$ cat config.mk
export PLATFORM = sky130hd
export DESIGN_NAME = spi_master_xfer_ctrl
export DESIGN_NICKNAME = d
export VERILOG_FILES = /design/src/rtl/spi_master_pkg.sv /design/src/rtl/spi_master_shifter.sv /design/src/rtl/spi_master_xfer_ctrl.sv
export SDC_FILE = /design/constraint.sdc
export NUM_CORES = 1
export LEC_CHECK = 0
export CAP_MARGIN = 10
export CORE_UTILIZATION = 40
export CTS_BUF_LIST = sky130_fd_sc_hd__clkbuf_2
export DETAILED_ROUTE_END_ITERATION = 16
export GPL_TIMING_DRIVEN = 0
export PLACE_DENSITY = 0.61
export SLEW_MARGIN = 20
export SYNTH_ARGS = -nofsm -noshare
export SYNTH_HDL_FRONTEND = slang
export SYNTH_SLANG_ARGS = --single-unit
export TNS_END_PERCENT = 100
$ cat constraint.sdc
create_clock -name clk -period 4.9 [get_ports clk]
set_clock_uncertainty 0.15 [all_clocks]
set_input_delay 0.49 -clock clk [delete_from_list [all_inputs] [get_ports clk]]
set_output_delay 0.49 -clock clk [all_outputs]
set_load 0.1 [all_outputs]
$ cat src/rtl/spi_master_pkg.sv
// Shared types and defaults for the SPI master transfer controller.
package spi_master_pkg;

    localparam int unsigned SPI_DATA_W = 32;
    localparam int unsigned SPI_LEN_W  = $clog2(SPI_DATA_W);

    typedef enum logic [2:0] {
        IDLE,
        SETUP,
        XFER,
        HOLD,
        DONE
    } xfer_state_e;

    typedef struct packed {
        logic [SPI_DATA_W-1:0] tx_data;
        logic [SPI_LEN_W-1:0]  len;
    } cmd_t;

endpackage

$ cat src/rtl/spi_master_shifter.sv
// MSB-first TX/RX shift registers and bit counter for one mode-0 SPI transfer.
module spi_master_shifter
    import spi_master_pkg::*;
#(
    parameter int unsigned DATA_W = SPI_DATA_W,
    parameter int unsigned LEN_W  = $clog2(DATA_W)
) (
    input  logic              clk,
    input  logic              rst,
    input  logic              load,
    input  logic [DATA_W-1:0] load_data,
    input  logic [LEN_W-1:0]  load_len,
    input  logic              rise,
    input  logic              fall,
    input  logic              sdi,
    output logic              sdo,
    output logic [DATA_W-1:0] rx_word,
    output logic              last
);

    localparam logic [LEN_W-1:0] LEN_MAX = LEN_W'(DATA_W - 1);

    logic [DATA_W-1:0] tx_q, tx_d;
    logic [DATA_W-1:0] rx_q, rx_d;
    logic [LEN_W-1:0]  len_q, len_d;
    logic [LEN_W-1:0]  cnt_q, cnt_d;
    logic              last_q, last_d;

    always_ff @(posedge clk or posedge rst) begin
        if (rst) begin
            tx_q   <= '0;
            rx_q   <= '0;
            len_q  <= '0;
            cnt_q  <= '0;
            last_q <= 1'b0;
        end else begin
            tx_q   <= tx_d;
            rx_q   <= rx_d;
            len_q  <= len_d;
            cnt_q  <= cnt_d;
            last_q <= last_d;
        end
    end

    // Load MSB-aligns the word; rise samples, fall launches the next bit.
    always_comb begin
        tx_d   = tx_q;
        rx_d   = rx_q;
        len_d  = len_q;
        cnt_d  = cnt_q;
        last_d = last_q;
        if (load) begin
            tx_d   = load_data << (LEN_MAX - load_len);
            rx_d   = '0;
            len_d  = load_len;
            cnt_d  = '0;
            last_d = 1'b0;
        end else if (rise) begin
            rx_d  = {rx_q[DATA_W-2:0], sdi};
            cnt_d = cnt_q + LEN_W'(1);
            if (cnt_q == len_q) begin
                last_d = 1'b1;
            end
        end else if (fall) begin
            if (!last_q) begin
                tx_d = tx_q << 1;
            end
        end
    end

    assign sdo     = tx_q[DATA_W-1];
    assign rx_word = rx_q;
    assign last    = last_q;

endmodule

$ cat src/rtl/spi_master_xfer_ctrl.sv
// SPI mode-0 transfer sequencer: CS setup, clock gating, shifting, CS hold and
// result delivery around an external clock generator.
module spi_master_xfer_ctrl
    import spi_master_pkg::*;
#(
    parameter int unsigned DATA_W       = SPI_DATA_W,
    parameter int unsigned LEN_W        = $clog2(DATA_W),
    parameter int unsigned CS_SETUP_CYC = 2,
    parameter int unsigned CS_HOLD_CYC  = 2
) (
    input  logic              clk,
    input  logic              rst,
    input  logic              cmd_valid,
    output logic              cmd_ready,
    input  logic [DATA_W-1:0] cmd_tx_data,
    input  logic [LEN_W-1:0]  cmd_len,
    input  logic              abort,
    output logic              busy,
    output logic              rx_valid,
    output logic [DATA_W-1:0] rx_data,
    output logic              clkgen_en,
    input  logic              spi_rise,
    input  logic              spi_fall,
    output logic              spi_csn,
    output logic              spi_sdo,
    input  logic              spi_sdi
);

    localparam int unsigned TMR_MAX = (CS_SETUP_CYC > CS_HOLD_CYC) ? CS_SETUP_CYC : CS_HOLD_CYC;
    localparam int unsigned TMR_W   = $clog2(TMR_MAX + 1);

    xfer_state_e       state_q, state_d;
    logic [TMR_W-1:0]  tmr_q, tmr_d;
    logic              aborted_q, aborted_d;
    logic              sclk_high_q, sclk_high_d;
    logic              cmd_ready_q, cmd_ready_d;
    logic              busy_q, busy_d;
    logic              rx_valid_q, rx_valid_d;
    logic [DATA_W-1:0] rx_data_q, rx_data_d;
    logic              clkgen_en_q, clkgen_en_d;
    logic              csn_q, csn_d;

    logic              sh_load;
    logic              sh_rise;
    logic              sh_fall;
    logic              sh_last;
    logic [DATA_W-1:0] sh_rx_word;

    assign sh_rise = spi_rise && (state_q == XFER);
    assign sh_fall = spi_fall && (state_q == XFER);

    spi_master_shifter #(
        .DATA_W (DATA_W),
        .LEN_W  (LEN_W)
    ) u_shifter (
        .clk       (clk),
        .rst       (rst),
        .load      (sh_load),
        .load_data (cmd_tx_data),
        .load_len  (cmd_len),
        .rise      (sh_rise),
        .fall      (sh_fall),
        .sdi       (spi_sdi),
        .sdo       (spi_sdo),
        .rx_word   (sh_rx_word),
        .last      (sh_last)
    );

    always_ff @(posedge clk or posedge rst) begin
        if (rst) begin
            state_q     <= IDLE;
            tmr_q       <= '0;
            aborted_q   <= 1'b0;
            sclk_high_q <= 1'b0;
            cmd_ready_q <= 1'b1;
            busy_q      <= 1'b0;
            rx_valid_q  <= 1'b0;
            rx_data_q   <= '0;
            clkgen_en_q <= 1'b0;
            csn_q       <= 1'b1;
        end else begin
            state_q     <= state_d;
            tmr_q       <= tmr_d;
            aborted_q   <= aborted_d;
            sclk_high_q <= sclk_high_d;
            cmd_ready_q <= cmd_ready_d;
            busy_q      <= busy_d;
            rx_valid_q  <= rx_valid_d;
            rx_data_q   <= rx_data_d;
            clkgen_en_q <= clkgen_en_d;
            csn_q       <= csn_d;
        end
    end

    always_comb begin
        state_d     = state_q;
        tmr_d       = tmr_q;
        aborted_d   = aborted_q;
        sclk_high_d = sclk_high_q;
        rx_valid_d  = 1'b0;
        rx_data_d   = rx_data_q;
        sh_load     = 1'b0;

        // SCLK level is tracked in every state so HOLD can wait out a trailing fall.
        if (spi_rise) begin
            sclk_high_d = 1'b1;
        end else if (spi_fall) begin
            sclk_high_d = 1'b0;
        end

        case (state_q)
            IDLE: begin
                if (cmd_valid && cmd_ready_q) begin
                    sh_load   = 1'b1;
                    tmr_d     = '0;
                    aborted_d = 1'b0;
                    state_d   = SETUP;
                end
            end
            SETUP: begin
                if (abort) begin
                    aborted_d = 1'b1;
                    tmr_d     = '0;
                    state_d   = HOLD;
                end else if (tmr_q == TMR_W'(CS_SETUP_CYC - 1)) begin
                    tmr_d   = '0;
                    state_d = XFER;
                end else begin
                    tmr_d = tmr_q + TMR_W'(1);
                end
            end
            XFER: begin
                if (abort) begin
                    aborted_d = 1'b1;
                    tmr_d     = '0;
                    state_d   = HOLD;
                end else if (spi_fall && sh_last) begin
                    tmr_d   = '0;
                    state_d = HOLD;
                end
            end
            HOLD: begin
                if (!sclk_high_q) begin
                    if (tmr_q == TMR_W'(CS_HOLD_CYC - 1)) begin
                        state_d    = DONE;
                        rx_valid_d = !aborted_q;
                        if (!aborted_q) begin
                            rx_data_d = sh_rx_word;
                        end
                    end else begin
                        tmr_d = tmr_q + TMR_W'(1);
                    end
                end
            end
            DONE: begin
                state_d = IDLE;
            end
            default: begin
                state_d = IDLE;
            end
        endcase

        // Status and pin outputs are registered images of the next state.
        cmd_ready_d = (state_d == IDLE);
        busy_d      = (state_d != IDLE);
        clkgen_en_d = (state_d == XFER);
        csn_d       = !(state_d inside {SETUP, XFER, HOLD});
    end

    assign cmd_ready = cmd_ready_q;
    assign busy      = busy_q;
    assign rx_valid  = rx_valid_q;
    assign rx_data   = rx_data_q;
    assign clkgen_en = clkgen_en_q;
    assign spi_csn   = csn_q;

endmodule
==> run_results.csv <==
group,metric,value,unit
run_status,status,"finished, final reports clean",
yosys,synthCells,576,
sta,slew_viol_final,0,
clocking,ctsHoldBuffers,0,
placement,routabilityCongestion,0.9366,
clocking,cts_tree,"done",
setup_path,crit_chain,"clkdlybuf4s50_1",
clocking,post_cts_buffers,0,
yosys,ys_types,63,
clocking,cts_max_path_buffers,2,
yosys,syn_nets,623,
yosys,synth_top_area_share,42.71,%
clocking,clock_latency,0.70,ns
power_and_ir_drop,p_total,2.862,mW
placement,placed_area,7934,um^2
setup_path,cp-start-kind,"flip-flop",
layout,drive_gt1_share,23.03,%
sta,setup_violations,0,
setup_path,r2r_slack,2.40,ns
yosys,synth_ff_type,"dfrtp_1",
yosys,ys_seq_elements,119,
sta,final_hold_viol_count,0,
die,dieArea,17670,um^2
layout,synthToLayoutAreaGrowth,18.93,%
yosys,ys_warn_count,0,
detailed_routing,vias,5378,
clocking,root_buffer,"clkbuf_2",
global_routing,grt_pass1_wl,29750,um
global_routing,grt.overflow.total,0,
clocking,cts_resized,0,
placement,dpl.hpwl,13600,um
yosys,synth_edf_count,0,
layout,mostFrequentLayoutCells,"dfrtp_1 (117), clkdlybuf4s50_1 (77), mux2_2 (51)",
sta,rsz0062_at_grt,"no",
sta,fmax,328.2,MHz
power_and_ir_drop,power_density,351.0,nW/um^2
layout,fill_cells,1509,
die,die_h,132.9,um
yosys,synthesis.area,6855,um^2
global_routing,grt_max_degree,63,
layout,final_core_util,48.99,%
setup_path,cp_top_family,"buffers and inverters",
setup_path,crit_slowest_cell,"clkdlybuf4s50_1",
power_and_ir_drop,vdd_ir_drop_max,0.0002712,V
die,row_count,47,
clocking,htree_levels,4,
detailed_routing,wirelength,18270,um
layout,layoutNonFillerInstCount,907,
die,core,16640,um^2
setup_path,worstSetupPathType,"flip-flop to output pin",
clocking,cts.sinks,119,
die,dieWidth,132.9,um
yosys,syn-mean-instance-area,11.90,um^2
placement,portBuffers,77,
die,io_pins,82,
sta,fin_crit,3.047,ns
detailed_routing,antenna_left,0,
detailed_routing,drtIter0Drc,370,
clocking,cts.clk_slew.worst_paths,0.19,ns
clocking,numCtsBuffers,17,
global_routing,track_usage,21.88,%
yosys,synthTopCellsByArea,"dfrtp_1 (43%), mux4_2 (9.2%), mux2_2 (8.4%)",
yosys,yosysSeqAreaShare,43.48,%
setup_path,critical_path.max_fanout,3,
detailed_routing,wl_per_cell,20.14,um
setup_path,worst-path-buf-inv,1,
sta,slew-limit-headroom,34.56,%
layout,final_nets,720,
detailed_routing,drc,0,
sta,finalCritPeriodShare,62.19,%
sta,worst_pin_slew,0.9785,ns
setup_path,crit_path_end_kind,"output pin",
job,max-cap-violations,0,
layout,stdcell_area,8153,um^2
placement,placed_cells,874,
yosys,ys_async_sr_fraction,100.0,%
setup_path,arrival,2.41,ns
global_routing,grt_pass1_vias,5387,
global_routing,antenna_found_initial,1,
yosys,yosysTopAreaCell,"dfrtp_1",
worst_hold_path,holdCritPathClass,"primary input to async pin",
setup_path,slowest_delay,1.12,ns
setup_path,worstPathRequired,4.26,ns
layout,final_common_cell,"dfrtp_1",
detailed_routing,drt-vias-per-instance,5.929,
sta,whs,0.03982,ns
detailed_routing,drt_first_pass_iters,6,
die,start_util,41.19,%
power_and_ir_drop,power_leakage,3.660,nW
-- routing by layer --
layer | routed length, um | share of wire (%) | GRT usage, %
met5 | 0 | 0 | 0
met4 | 477 | 2.6 | 9.004
met3 | 1053 | 5.8 | 4.943
met2 | 8589 | 47 | 34.00
met1 | 8146 | 45 | 29.53
-- synthesized netlist by cell type (7+ instances only) --
cell type	count
dfrtp_1	117
mux2_2	51
nand2_1	44
mux2i_1	40
nor2_1	35
a22o_1	33
mux4_2	28
o21ai_0	26
buf_2	22
a21oi_1	18
clkbuf_1	15
o22ai_1	15
inv_1	11
nand3_1	9
mux4_1	8
nand4_1	7
xor2_1	7
-- final timing paths --
kind,from,endpoint,cells after the start
min in group clk,cmd_len[3],u_shifter.tx_q[23],5
setup / recovery,cmd_ready,cmd_ready,1
hold reg to reg,u_shifter.tx_q[6],u_shifter.tx_q[6],1
hold / removal,rst,u_shifter.tx_q[30],2
max in group asynchronous,rst,cmd_ready,3
setup reg to reg,state_q[1],u_shifter.tx_q[20],6
-- power breakdown --
| group | internal (mW) | switching [mW] |
|---|---|---|
| Sequential | 1.18 | 0.135 |
| Combinational | 0.398 | 0.562 |
| Clock | 0.184 | 0.398 |
-- sequential cells by signal, indices dropped and copies added (netlist names) --
signal and count:
aborted_q 1, busy 1, clkgen_en 1, cmd_ready 1, rx_data 32, rx_valid 1, sclk_high_q 1, spi_csn 1
state_q 3, tmr_q 2, u_shifter.cnt_q 5, u_shifter.last 1, u_shifter.len_q 5, u_shifter.rx_word 32, u_shifter.tx_q 32
-- area by class of cell --
class / instances / area [um^2] / share of cell area, %
antenna: 1 / 2.502 / 0.03069
buffer: 48 / 290.3 / 3.560
clock buffer: 17 / 85.08 / 1.044
clock inverter: 15 / 131.4 / 1.611
inverter: 12 / 50.05 / 0.6139
multi-input combinational: 397 / 3540 / 43.42
sequential: 119 / 2980 / 36.56
tap: 220 / 275.3 / 3.376
timing repair buffer: 78 / 798.3 / 9.791
-- cell families (layout without fill, tap and decap cells) --
logic type | Yosys count | after routing | share of synthesized area (%)
AOI/OAI and AO/OA | 133 | 133 | 13.83
muxes | 133 | 133 | 27.74
DFF | 119 | 119 | 43.48
and+or+nand+nor | 119 | 119 | 8.359
buffers and inverters | 60 | 170 | 4.891
xor gates and xnor gates | 9 | 9 | 1.150
adders and majority gates | 3 | 3 | 0.5476
other | 0 | 1 | 0
-- stage by stage --
step	setup TNS (ns)	setup slack, ns
2_1_floorplan	0	1.106
3_3_place_gp	-66.57	-0.5771
3_5_place_dp	0	2.131
4_1_cts	0	1.769
5_1_grt	0	1.721
6_report	0	1.853
Power figures use the tool's default switching activity.
